## src/rtl/touch_key_pkg.sv

```systemverilog
// Shared defaults, mode encoding and key-number helpers for the touch key scanner.
package touch_key_pkg;

  localparam int DEF_NUM_KEYS        = 8;
  localparam int DEF_COORD_W         = 10;
  localparam int DEF_COLOR_W         = 8;
  localparam int DEF_THRESH          = 8'hAF;
  localparam int DEF_DEBOUNCE_FRAMES = 3;
  localparam int MAX_KEYS            = 15;
  localparam int KEY_IDX_W           = 4;
  localparam int CNT_W               = 4;

  typedef enum logic {
    MODE_PLAY   = 1'b0,
    MODE_RECORD = 1'b1
  } mode_e;

  // Key numbers are 1-based; key 0 means "no key" and maps to an empty mask.
  function automatic logic [MAX_KEYS-1:0] key_to_bit(input logic [KEY_IDX_W-1:0] key);
    logic [MAX_KEYS-1:0] mask;
    if (key != 4'd0) begin
      mask = 15'd1 << (key - 4'd1);
    end else begin
      mask = '0;
    end
    return mask;
  endfunction

endpackage

```

## src/rtl/touch_key_debounce.sv

```systemverilog
// Per-key frame debouncer: consecutive hit/miss frames drive the pressed state.
module touch_key_debounce
  import touch_key_pkg::*;
#(
  parameter int DEBOUNCE_FRAMES = DEF_DEBOUNCE_FRAMES
) (
  input  logic clk,
  input  logic rst,
  input  logic clear_i,
  input  logic frame_tick_i,
  input  logic hit_i,
  output logic pressed_o,
  output logic press_pulse_o
);

  localparam logic [CNT_W-1:0] LIMIT = CNT_W'(DEBOUNCE_FRAMES);

  logic [CNT_W-1:0] press_cnt_q, press_cnt_d;
  logic [CNT_W-1:0] rel_cnt_q, rel_cnt_d;
  logic             pressed_q, pressed_d;
  logic             press_pulse_s;

  always_comb begin
    press_cnt_d   = press_cnt_q;
    rel_cnt_d     = rel_cnt_q;
    pressed_d     = pressed_q;
    press_pulse_s = 1'b0;
    if (clear_i) begin
      press_cnt_d = '0;
      rel_cnt_d   = '0;
      pressed_d   = 1'b0;
    end else if (frame_tick_i) begin
      if (hit_i) begin
        rel_cnt_d   = '0;
        press_cnt_d = (press_cnt_q < LIMIT) ? press_cnt_q + 4'd1 : press_cnt_q;
        if (!pressed_q && (press_cnt_d == LIMIT)) begin
          pressed_d     = 1'b1;
          press_pulse_s = 1'b1;
        end else begin
          pressed_d     = pressed_q;
        end
      end else begin
        press_cnt_d = '0;
        rel_cnt_d   = (rel_cnt_q < LIMIT) ? rel_cnt_q + 4'd1 : rel_cnt_q;
        if (pressed_q && (rel_cnt_d == LIMIT)) begin
          pressed_d = 1'b0;
        end else begin
          pressed_d = pressed_q;
        end
      end
    end else begin
      pressed_d = pressed_q;
    end
  end

  always_ff @(posedge clk or posedge rst) begin
    if (rst) begin
      press_cnt_q <= '0;
      rel_cnt_q   <= '0;
      pressed_q   <= 1'b0;
    end else begin
      press_cnt_q <= press_cnt_d;
      rel_cnt_q   <= rel_cnt_d;
      pressed_q   <= pressed_d;
    end
  end

  assign pressed_o     = pressed_q;
  assign press_pulse_o = press_pulse_s;

endmodule

```

## src/rtl/touch_key_scanner.sv

```systemverilog
// Multi-key touch scanner: calibrated pixel points are sampled each frame,
// debounced per key, and new presses are serialised as note_on events.
module touch_key_scanner
  import touch_key_pkg::*;
#(
  parameter int NUM_KEYS        = DEF_NUM_KEYS,
  parameter int COORD_W         = DEF_COORD_W,
  parameter int COLOR_W         = DEF_COLOR_W,
  parameter int THRESH          = DEF_THRESH,
  parameter int DEBOUNCE_FRAMES = DEF_DEBOUNCE_FRAMES,
  parameter int KEY_W           = $clog2(NUM_KEYS + 1)
) (
  input  logic                clk,
  input  logic                rst,
  input  logic                i_mode,
  input  logic                i_cal_valid,
  input  logic [KEY_W-1:0]    i_cal_idx,
  input  logic                i_frame_start,
  input  logic [COORD_W-1:0]  i_x,
  input  logic [COORD_W-1:0]  i_y,
  input  logic [COLOR_W-1:0]  i_r,
  input  logic [COLOR_W-1:0]  i_g,
  input  logic [COLOR_W-1:0]  i_b,
  output logic [KEY_W-1:0]    o_sound_num,
  output logic                o_note_on,
  output logic [NUM_KEYS-1:0] o_key_state,
  output logic [NUM_KEYS-1:0] o_cal_mask
);

  localparam logic [COLOR_W-1:0] THRESH_C = COLOR_W'(THRESH);

  mode_e               mode_s;
  logic                play_s;
  logic                cal_we_s;
  logic [NUM_KEYS-1:0] cal_bit_s;
  logic                bright_s;
  logic                frame_tick_s;

  logic [COORD_W-1:0]  x_q [NUM_KEYS];
  logic [COORD_W-1:0]  x_d [NUM_KEYS];
  logic [COORD_W-1:0]  y_q [NUM_KEYS];
  logic [COORD_W-1:0]  y_d [NUM_KEYS];
  logic [NUM_KEYS-1:0] cal_mask_q, cal_mask_d;
  logic [NUM_KEYS-1:0] hit_now_s;
  logic [NUM_KEYS-1:0] hit_q, hit_d;
  logic [NUM_KEYS-1:0] key_state_s;
  logic [NUM_KEYS-1:0] press_pulse_s;
  logic [NUM_KEYS-1:0] pending_q, pending_d;
  logic [KEY_W-1:0]    low_idx_s;
  logic [NUM_KEYS-1:0] low_bit_s;
  logic [KEY_W-1:0]    sound_num_q, sound_num_d;
  logic                note_on_q, note_on_d;

  assign mode_s       = mode_e'(i_mode);
  assign play_s       = (mode_s == MODE_PLAY);
  assign cal_we_s     = (mode_s == MODE_RECORD) && i_cal_valid &&
                        (i_cal_idx != '0) && (i_cal_idx <= KEY_W'(NUM_KEYS));
  assign cal_bit_s    = NUM_KEYS'(key_to_bit(KEY_IDX_W'(i_cal_idx)));
  assign bright_s     = (i_r > THRESH_C) && (i_g > THRESH_C) && (i_b > THRESH_C);
  assign frame_tick_s = play_s && i_frame_start;

  always_comb begin
    x_d        = x_q;
    y_d        = y_q;
    cal_mask_d = cal_mask_q;
    if (cal_we_s) begin
      for (int k = 0; k < NUM_KEYS; k++) begin
        if (cal_bit_s[k]) begin
          x_d[k] = i_x;
          y_d[k] = i_y;
        end else begin
          x_d[k] = x_q[k];
          y_d[k] = y_q[k];
        end
      end
      cal_mask_d = cal_mask_q | cal_bit_s;
    end else begin
      cal_mask_d = cal_mask_q;
    end
  end

  always_ff @(posedge clk or posedge rst) begin
    if (rst) begin
      for (int k = 0; k < NUM_KEYS; k++) begin
        x_q[k] <= '0;
        y_q[k] <= '0;
      end
      cal_mask_q <= '0;
    end else begin
      x_q        <= x_d;
      y_q        <= y_d;
      cal_mask_q <= cal_mask_d;
    end
  end

  // Keys sharing a calibrated point all hit on the same pixel.
  always_comb begin
    hit_now_s = '0;
    for (int k = 0; k < NUM_KEYS; k++) begin
      hit_now_s[k] = play_s && bright_s && cal_mask_q[k] &&
                     (i_x == x_q[k]) && (i_y == y_q[k]);
    end
  end

  // The first pixel of a frame seeds the new frame's flags.
  always_comb begin
    hit_d = hit_q;
    if (!play_s) begin
      hit_d = '0;
    end else if (frame_tick_s) begin
      hit_d = hit_now_s;
    end else begin
      hit_d = hit_q | hit_now_s;
    end
  end

  always_ff @(posedge clk or posedge rst) begin
    if (rst) begin
      hit_q <= '0;
    end else begin
      hit_q <= hit_d;
    end
  end

  for (genvar g = 0; g < NUM_KEYS; g++) begin : g_key
    touch_key_debounce #(
      .DEBOUNCE_FRAMES (DEBOUNCE_FRAMES)
    ) u_debounce (
      .clk           (clk),
      .rst           (rst),
      .clear_i       (!play_s),
      .frame_tick_i  (frame_tick_s),
      .hit_i         (hit_q[g]),
      .pressed_o     (key_state_s[g]),
      .press_pulse_o (press_pulse_s[g])
    );
  end

  // Descending scan so the lowest pending key wins.
  always_comb begin
    low_idx_s = '0;
    for (int k = NUM_KEYS - 1; k >= 0; k--) begin
      if (pending_q[k]) begin
        low_idx_s = KEY_W'(k + 1);
      end else begin
        low_idx_s = low_idx_s;
      end
    end
    low_bit_s = NUM_KEYS'(key_to_bit(KEY_IDX_W'(low_idx_s)));
  end

  always_comb begin
    pending_d   = pending_q;
    note_on_d   = 1'b0;
    sound_num_d = sound_num_q;
    if (!play_s) begin
      pending_d = '0;
    end else begin
      pending_d = (pending_q & ~low_bit_s) | press_pulse_s;
      if (pending_q != '0) begin
        note_on_d   = 1'b1;
        sound_num_d = low_idx_s;
      end else begin
        note_on_d   = 1'b0;
      end
    end
  end

  always_ff @(posedge clk or posedge rst) begin
    if (rst) begin
      pending_q   <= '0;
      note_on_q   <= 1'b0;
      sound_num_q <= '0;
    end else begin
      pending_q   <= pending_d;
      note_on_q   <= note_on_d;
      sound_num_q <= sound_num_d;
    end
  end

  assign o_sound_num = sound_num_q;
  assign o_note_on   = note_on_q;
  assign o_key_state = key_state_s;
  assign o_cal_mask  = cal_mask_q;

endmodule

```

## config.mk

```make
export PLATFORM = sky130hd
export DESIGN_NAME = touch_key_scanner
export DESIGN_NICKNAME = d
export VERILOG_FILES = /design/src/rtl/touch_key_pkg.sv /design/src/rtl/touch_key_debounce.sv /design/src/rtl/touch_key_scanner.sv
export SDC_FILE = /design/constraint.sdc
export NUM_CORES = 1
export LEC_CHECK = 0
export ABC_AREA = 1
export BUFFER_PORTS_ARGS = -buffer_cell sky130_fd_sc_hd__clkbuf_2
export CORE_MARGIN = 2
export CORE_UTILIZATION = 35
export CTS_CLUSTER_DIAMETER = 80
export CTS_CLUSTER_SIZE = 8
export DETAILED_ROUTE_END_ITERATION = 6
export PLACE_DENSITY = 0.49
export SLEW_MARGIN = 20
export SYNTH_ARGS = -nofsm -noshare
export SYNTH_HDL_FRONTEND = slang
export SYNTH_SLANG_ARGS = --single-unit
```

## constraint.sdc

```tcl
create_clock -name clk -period 11 [get_ports clk]
set_clock_uncertainty 0.2 [all_clocks]
set_input_delay 1.1 -clock clk [delete_from_list [all_inputs] [get_ports clk]]
set_output_delay 1.1 -clock clk [all_outputs]
set_load 0.01 [all_outputs]
```

==> flow_metrics.env <==
export IMPL_port_buffers=61
export IMPL_tns_ps=0
export IMPL_synth_xor_area_share=0.0440
export IMPL_path_clk_slew_ps=50
export IMPL_numPlacedInstances=2117
export IMPL_leakagePower_nw=7.06
export IMPL_holdCritStartpoint="x_q[41]$_DFFE_PP0P_"
export IMPL_clk_latency_ps=520
export IMPL_grt_max_degree=140
export IMPL_clock_fmax_ghz=0.263
export IMPL_cellPowerDensity_nw_per_um2=169
export IMPL_fill_cells=3830
export IMPL_synth_edf_count=0
export IMPL_path_cells="clkbuf_2 -> buf_4 -> nand2_1 -> nor2_2 -> nand3_2 -> nand2_2 -> nand3_2 -> nand2_1 -> o21ai_2"
export IMPL_rows=70
export IMPL_clock_root_buffer="clkbuf_16"
export IMPL_status="finished clean"
export IMPL_crit_arrival_ps=3970
export IMPL_relSlewSlack=0.309
export IMPL_worst_pin_slew_ps=1030
export IMPL_hold_path_depth=2
export IMPL_diodes=0
export IMPL_drv_slew=0
export IMPL_grt_ovfl_total=0
export IMPL_critPathLaunchType="primary input"
export IMPL_synth_avg_cell_area_um2=7.90
export IMPL_synth_cells=1665
export IMPL_path_class="in -> reg"
export IMPL_hold_violations=0
export IMPL_r2r_slack_ps=9280
export IMPL_setup_violations=0
export IMPL_worstPathRequired_ps=11160
export IMPL_crit_slowest_cell="nand3_2"
export IMPL_yosysUniqueCellTypes=34
export IMPL_ys_warn_count=0
export IMPL_maxCapViolCount=0
export IMPL_wl_per_cell_um=17.2
export IMPL_end_kind="flip-flop"
export IMPL_rsz0062_at_grt="false"
export IMPL_antenna_found_initial=0
export IMPL_gp_congestion=0.837
export IMPL_reg2reg_from="pending_q[2]$_DFF_PP0_"
export IMPL_layout_nets=1759
export IMPL_dieArea_um2=39100
export IMPL_dpl_hpwl_um=24700
export IMPL_vias=10700
export IMPL_hp_class="reg -> reg"
export IMPL_cts_made_buffers=38
export IMPL_die_y_um=198
export IMPL_first_pass_iters=6
export IMPL_start_util=0.357
export IMPL_design_area_um2=14700
export IMPL_final_util=0.399
export IMPL_finalCritPeriodShare=0.346
export IMPL_area_growth_pct=11.6
export IMPL_first_iter_violations=767
export IMPL_slowest_delay_ps=820
export IMPL_synth_net_count=1734
export IMPL_synth_flop_cell="dfrtp_1"
export IMPL_drive_gt1_frac=0.0869
export IMPL_ir_worst_vdd_mv=0.105
export IMPL_die_x_um=198
export IMPL_wirelength_um=37100
export IMPL_grt_pass1_wl_um=59000
export IMPL_syn_area_um2=13200
export IMPL_r2r_worst_path_cells=8
export IMPL_finalCriticalPeriod_ps=3810
export IMPL_drc=0
export IMPL_ant_nets=0
export IMPL_r2r_end="o_sound_num[0]$_DFFE_PP0P_"
export IMPL_cts_resized=0
export IMPL_postPlaceCellArea_um2=13700
export IMPL_core_um2=36800
export IMPL_stdcell_count=2159
export IMPL_cts_tree="done"
export IMPL_synth_top_family_by_area="simple AND/OR/NAND/NOR gates"
export IMPL_async_reset_ff_frac=1.00
export IMPL_cts_hold_buf=0
export IMPL_io_pin_count=74
export IMPL_hold_end="x_q[41]$_DFFE_PP0P_"
export IMPL_crit_fanout=42
export IMPL_synth_simple_area_share=0.233
export IMPL_grtUsageTotal=0.198
export IMPL_synth_adder_area_share=0.0152
export IMPL_ctsLongestPathBuffers=3
export IMPL_ys_seq_area_frac=0.497
export IMPL_synth_seq_cells=261
export IMPL_viasPerCell=4.94
export IMPL_clkSinkCount=261
export IMPL_ctsHtreeMaxLevel=2
export IMPL_synth_compound_area_share=0.124
export IMPL_grt_pass1_vias=10400
export IMPL_synthMuxAreaShare=0
export IMPL_cts_setup_buffers=0
[layout make-up]
cell class                      count  area (um2)  share of cell area
Timing Repair Buffer               71         400              0.0273
Clock buffer                       39         976              0.0665
Tap cell                          468         586              0.0399
Clock inverter                      2        13.8            0.000937
Sequential cell                   261        6530               0.445
Inverter                          187         709              0.0483
Multi-Input combinational cell   1131        5470               0.372
[worst max-delay path: cells and delay by family]
| kind | cells | cell delay [ps] |
|---|---|---|
| and+or+nand+nor | 6 | 2340 |
| buffers and inverters | 2 | 400 |
| AOI/OAI and AO/OA | 1 | 80 |
[kinds of logic (layout without fill, tap and decap cells)]
family | Yosys count | count (layout)
compound gates | 291 | 291
xor+xnor | 66 | 66
fa+ha+maj | 16 | 16
buf+inv | 273 | 299
flops | 261 | 261
simple gates | 758 | 758
[metal layers]
layer / vias to the layer above / part of all wire / track usage
li1: 5319 / - / -
met1: 5060 / 0.46 / 0.265
met2: 217 / 0.47 / 0.333
met3: 69 / 0.044 / 0.0274
met4: 0 / 0.026 / 0.0596
met5: - / 0 / 0
[registers in the layout, summed over array words and instances (netlist names)]
register	count
y_q	80
o_cal_mask	8
o_sound_num	4
g_key.u_debounce.press_cnt_q	32
x_q	80
g_key.u_debounce.rel_cnt_q	32
g_key.u_debounce.pressed_o	8
o_note_on	1
hit_q	8
pending_q	8
[report_power, final]
group / switching, W / leakage, nW / internal, W / total, W
clock network: 0.000408 / 0.489 / 0.000620 / 0.00103
logic: 0.000201 / 3.10 / 0.000125 / 0.000326
registers: 0.0000667 / 3.47 / 0.00106 / 0.00112
[stage by stage]
stage	hold WS (ps)	power, W	setup WS [ps]
after global routing	302	0.00262	6860
after global placement	266	0.00146	6700
after floorplan	253	0.00137	2520
after CTS	286	0.00252	7180
final	281	0.00248	7190
after detailed placement	273	0.00147	6640
[cells in the mapped netlist (all sizes together), types with 18 or more instances]
master	n	share of area
nand2	461	0.13
dfrtp	261	0.50
o21ai	238	0.096
inv	187	0.053
nor2	177	0.051
nand3	70	0.029
buf	68	0.029
xnor2	36	0.024
xor2	30	0.020
nor3	29	0.011
clkbuf	18	0.0053
o22ai	18	0.0086
[how the worst max path moves through the flow]
stage / start / end / slack [ps] / depth (start not counted)
after floorplan: rst / g_key[0].u_debounce.press_cnt_q[0]$_DFFE_PP0P_ / 2520 / 1
after global placement: i_mode / y_q[10]$_DFFE_PP0P_ / 6700 / 9
after detailed placement: i_mode / y_q[14]$_DFFE_PP0P_ / 6640 / 9
after CTS: i_mode / y_q[14]$_DFFE_PP0P_ / 7180 / 9
after global routing: i_mode / x_q[19]$_DFFE_PP0P_ / 6860 / 9
final: i_mode / x_q[19]$_DFFE_PP0P_ / 7190 / 9
[layout by cell type, fill, tap and decap left out]
cell type / Yosys / final
nand2_1: 460 / 460
dfrtp_1: 261 / 261
inv_1: 186 / 185
nor2_1: 175 / 174
o21ai_0: 157 / 157
nand3_1: 65 / 65
o21ai_1: 62 / 62
clkbuf_2: 2 / 61
clkbuf_16: 0 / 39
xnor2_1: 36 / 36
xor2_1: 30 / 30
nor3_1: 29 / 29
o21ai_2: 19 / 19
o22ai_1: 18 / 18
a21oi_1: 16 / 16
ha_1: 16 / 16
nand4_1: 12 / 12
buf_4: 10 / 9
a32o_1: 7 / 7
nand3_2: 5 / 5
or2_2: 5 / 5
nand3b_1: 4 / 4
o221ai_1: 4 / 4
nor2_2: 2 / 3
o21bai_1: 3 / 3
inv_2: 1 / 1
nand2_2: 1 / 1
a22o_1: 1 / 1
o211ai_1: 1 / 1
a21o_1: 1 / 1
o2bb2ai_1: 1 / 1
o211a_1: 1 / 1
inv_8: 0 / 1
inv_6: 0 / 1
clkinv_2: 0 / 1
buf_16: 0 / 1
(Power assumes the default switching activity.)
